==> src/rtl/shift_right_seq.sv <==
// Multi-cycle right shifter (SRL/SRA) with start/busy/done handshake, one bit per clock.
// Optional sign fill is enabled by defining SHIFT_RIGHT_ARITH_EN; otherwise zero fill only.
module shift_right_seq #(
  parameter int unsigned N = 32
) (
  input  logic         clk,
  input  logic         rst,
  input  logic         start,
  input  logic [N-1:0] A,
  input  logic [N-1:0] B,
  input  logic         arith,
  output logic         busy,
  output logic         done,
  output logic [N-1:0] Z
);

  localparam int unsigned CW = (N > 2) ? $clog2(N) : 1;
  localparam logic [N-1:0] N_VAL = N'(N);

  typedef enum logic [1:0] {
    IDLE  = 2'd0,
    SHIFT = 2'd1,
    DONE  = 2'd2
  } state_t;

  state_t        state, state_nxt;
  logic [N-1:0]  w, w_nxt;
  logic [N-1:0]  z_nxt;
  logic [N-1:0]  shifted;
  logic [CW-1:0] cnt, cnt_nxt;
  logic          fill, fill_nxt;
  logic          fill_in;

`ifdef SHIFT_RIGHT_ARITH_EN
  assign fill_in = arith & A[N-1];
`else
  logic unused_arith;
  assign unused_arith = arith;
  assign fill_in      = 1'b0;
`endif

  assign shifted = {fill, w[N-1:1]};

  // Next-state and datapath update; start is honoured in IDLE and DONE only
  always_comb begin
    state_nxt = state;
    w_nxt     = w;
    fill_nxt  = fill;
    cnt_nxt   = cnt;
    z_nxt     = Z;
    case (state)
      SHIFT: begin
        w_nxt   = shifted;
        cnt_nxt = cnt - CW'(1);
        if (cnt == CW'(1)) begin
          z_nxt     = shifted;
          state_nxt = DONE;
        end
      end
      default: begin
        state_nxt = IDLE;
        if (start) begin
          w_nxt    = A;
          fill_nxt = fill_in;
          cnt_nxt  = CW'(B);
          if (B == '0) begin
            z_nxt     = A;
            state_nxt = DONE;
          end else if (B >= N_VAL) begin
            z_nxt     = {N{fill_in}};
            state_nxt = DONE;
          end else begin
            state_nxt = SHIFT;
          end
        end
      end
    endcase
  end

  // State, datapath and registered handshake outputs
  always_ff @(posedge clk or posedge rst) begin
    if (rst) begin
      state <= IDLE;
      w     <= '0;
      fill  <= 1'b0;
      cnt   <= '0;
      Z     <= '0;
      busy  <= 1'b0;
      done  <= 1'b0;
    end else begin
      state <= state_nxt;
      w     <= w_nxt;
      fill  <= fill_nxt;
      cnt   <= cnt_nxt;
      Z     <= z_nxt;
      busy  <= (state_nxt == SHIFT);
      done  <= (state_nxt == DONE);
    end
  end

endmodule
==> config.mk <==
export PLATFORM = sky130hd
export DESIGN_NAME = shift_right_seq
export DESIGN_NICKNAME = d
export VERILOG_FILES = /design/src/rtl/shift_right_seq.sv
export SDC_FILE = /design/constraint.sdc
export NUM_CORES = 1
export LEC_CHECK = 0
export CORE_MARGIN = 2
export CORE_UTILIZATION = 45
export CTS_CLUSTER_DIAMETER = 40
export DETAILED_ROUTE_END_ITERATION = 10
export GPL_ROUTABILITY_DRIVEN = 0
export GPL_TIMING_DRIVEN = 0
export HOLD_SLACK_MARGIN = 0.03
export PLACE_DENSITY = 0.76
export SKIP_LAST_GASP = 1
export SYNTH_ARGS = -nofsm -noshare
export SYNTH_HDL_FRONTEND = slang
export SYNTH_SLANG_ARGS = --single-unit
export TNS_END_PERCENT = 100
==> constraint.sdc <==
create_clock -name clk -period 6.17 [get_ports clk]
set_clock_uncertainty 0.2 [all_clocks]
set_input_delay 0.9255 -clock clk [delete_from_list [all_inputs] [get_ports clk]]
set_output_delay 0.9255 -clock clk [all_outputs]
set_load 0.03 [all_outputs]
==> results.toml, run 1 <==
[status]
status = "finished clean"

[critical_path]
critPathMaxStageDelay_ps = 560
crit_chain = "clkdlybuf4s50_1 > nor3_1 > nand2_1 > a311oi_4 > buf_6 > mux2_4"
crit_path_end_kind = "register"
path_class = "primary input to register"
path_max_fanout = 10
critical_path.startpoint = "B[0]"
crit_slowest_cell = "a311oi_4"
r2r_start = "state[1]"
cp.arrival_ps = 2920
cp_num_buf_inv = 2
cp_data_required_time_ps = 6200
cpLargestDelayFamily = "buffers and inverters"
setup.worst_path.start_class = "primary input"

[floorplan]
start_util_pct = 46.7
die_y_um = 93.8
core_area_sq_um = 7770
ioPinCount = 102
dieWidth_um = 93.8
die_area_sq_um = 8800
rows = 32

[timing]
hold_viol_final = 0
fin_crit_ps = 2900
fmax_mhz = 345
worst_slack_ps = 3270
rsz0062_at_grt = "false"
final.period_utilization_pct = 47.0
timing.final.max_slew_violations = 0
maxSlewHeadroom_pct = 41.1
fin_hold_ws_ps = 286
worstMarginPinSlew_ps = 884
setup_viol = 0
fin_setup_tns_ps = 0

[grt]
antenna_found_initial = 0
grt_usage_pct = 19.9
grt_pass1_vias = 2850
grt_max_degree = 73
grt_overflow = 0
grt_pass1_wl_mm = 13.7

[worst_hold_path]
hold_class = "register to register"
hold_start = "Z[26]"

[synth]
synth_edf_count = 0
yosys-top-cells-count = "72 x dfrtp_1, 36 x nand2_1, 32 x mux2i_1, 32 x o21ai_1, 31 x a22o_1"
synth_ff_type = "dfrtp_1"
yosys.area.top_type = "dfrtp_1"
synth_most_common_cell = "dfrtp_1"
synth.distinct_cells = 32
syn_avg_cell_area_sq_um = 12.0
ys_top_cells_by_area = "dfrtp_1 50%, mux2_4 12%, mux2i_1 8.8%"
ys_seq_area_share_pct = 49.7
synthesis.area_sq_um = 3630
synthCells = 303
syn_nets = 373
ys_ff_latch = 72
synth_top_area_share_pct = 49.7
yosys_warnings = 0
ys_async_sr_fraction_pct = 100

[power_and_ir_drop]
power.leakage_nw = 2.18
peakVddDrop_v = 0.000103
cellPowerDensity_nw_per_um2 = 203

[detailed_routing]
drc = 0
wire_per_inst_um = 15.8
totalWireLength_mm = 8.21
drtAntennaViolNets = 0
vias_per_cell = 5.34
drt_iter0_markers = 102
vias = 2779
first_pass_iters = 4

[clocking]
cts_root_buf = "clkbuf_8"
cts_htree_levels = 3
cts.sinks = 72
clk_pin_slew_worst_paths_ps = 70
cts_buffer_depth = 2
cts_resized = 0
cts_tree = "yes"
clk_latency_ps = 340
post_cts_buffers = 0
cts_buffers = 9
cts_hold_buf = 0

[placed_design]
pre_cts_ws_ps = 2880
io_buffers = 99
dp_hpwl_mm = 5.99

[final_layout]
nets = 483
area_growth_pct = 36.4
final_layout_size_suffix_gt1_share_pct = 14.1
num_antenna_cells = 0

[job]
cap_violations = 0
-- layout make-up --
type | instances | area (sq um)
Clock inverter | 3 | 40.0
Inverter | 4 | 17.5
Timing Repair Buffer | 99 | 991
Multi-Input combinational cell | 204 | 1680
Tap cell | 102 | 128
Fill cell | 647 | 2820
Clock buffer | 13 | 159
Buffer | 23 | 133
Sequential cell | 72 | 1800
-- registers in the layout, indices dropped and copies added, names as in the netlist --
register  flops
w            31
state         2
Z            32
done          1
cnt           5
busy          1
-- power breakdown --
part / internal, W / switching, W / leakage, nW
Sequential: 0.000496 / 0.0000200 / 0.919
Clock: 0.000208 / 0.000166 / 0.103
Combinational: 0.0000660 / 0.0000508 / 1.15
Total: 0.000770 / 0.000237 / 2.18
-- per-stage QoR --
| stage | utilization, % | area, sq um | std cells | power (W) |
|---|---|---|---|---|
| detailed placement | 61.1 | 4750 | 504 | 0.000642 |
| global placement | 61.1 | 4750 | 504 | 0.000638 |
| global route | 63.7 | 4950 | 520 | 0.00105 |
| CTS | 63.7 | 4950 | 520 | 0.00102 |
| floorplan | - | 3630 | 303 | 0.000577 |
| finish | 63.7 | 4950 | 520 | 0.00101 |
-- placed cells by master, fill, tap and decap left out, types with 6 or more instances in the layout --
cell / Yosys / routed
nand2_1: 36 / 36
mux2i_1: 32 / 32
o21ai_1: 32 / 32
dfrtp_1: 72 / 72
buf_6: 6 / 6
a22o_1: 31 / 31
nor2_1: 7 / 7
clkdlybuf4s50_1: 0 / 99
clkbuf_8: 0 / 11
clkbuf_1: 14 / 16
mux2_4: 28 / 28
-- layer usage --
| layer | GRT usage (%) | up-vias | wire length, um |
|---|---|---|---|
| met4 | 7.25 | 0 | 163 |
| met3 | 5.14 | 14 | 531 |
| li1 | - | 1320 | - |
| met2 | 31.6 | 103 | 3910 |
| met5 | 0 | - | 0 |
| met1 | 26.4 | 1342 | 3600 |
-- cells by family (layout without fill, tap and decap cells) --
kind of cell               Yosys count  in the layout  synth area share [%]
adders and majority gates            2              2                 0.690
and+or+nand+nor                     63             63                  9.14
DFF                                 72             72                  49.7
muxes                               63             63                  21.3
buffers and inverters               27            142                  4.07
AOI/OAI and AO/OA                   76             76                  15.1
-- worst paths after layout --
path / slack (ps) / cells after the start / to
hold reg to reg: 290 / 1 / Z[26]
setup / recovery: 3270 / 6 / Z[29]
min in group asynchronous: 910 / 2 / Z[8]
setup reg to reg: 3910 / 6 / Z[29]
max in group asynchronous: 4280 / 2 / Z[25]
hold / removal: 290 / 1 / Z[26]
-- worst reg2reg max path: cells and delay by family, from the launching register on --
family | cells | cell delay (ps)
muxes | 1 | 310
and+or+nand+nor | 2 | 250
AOI/OAI and AO/OA | 1 | 500
DFF | 1 | 380
buffers and inverters | 2 | 490
(Power assumes the default switching activity.)
==> run 2, diff against run 1 <==
==> constraint.sdc (replaced) <==
create_clock -name clk -period 2.8 [get_ports clk]
set_clock_uncertainty 0.2 [all_clocks]
set_input_delay 0.42 -clock clk [delete_from_list [all_inputs] [get_ports clk]]
set_output_delay 0.42 -clock clk [all_outputs]
set_load 0.03 [all_outputs]
==> results of run 2 <==
Same layout as run 1 (identical final DEF). Status: finished clean.
Among the figures that moved: setup slack after placement 2880 ps -> 17.9 ps; setup slack after layout 3270 ps -> 408 ps; register-to-register setup slack 3910 ps -> 540 ps; total power 0.00101 W -> 0.00222 W; worst IR drop on VDD 0.000103 V -> 0.000228 V
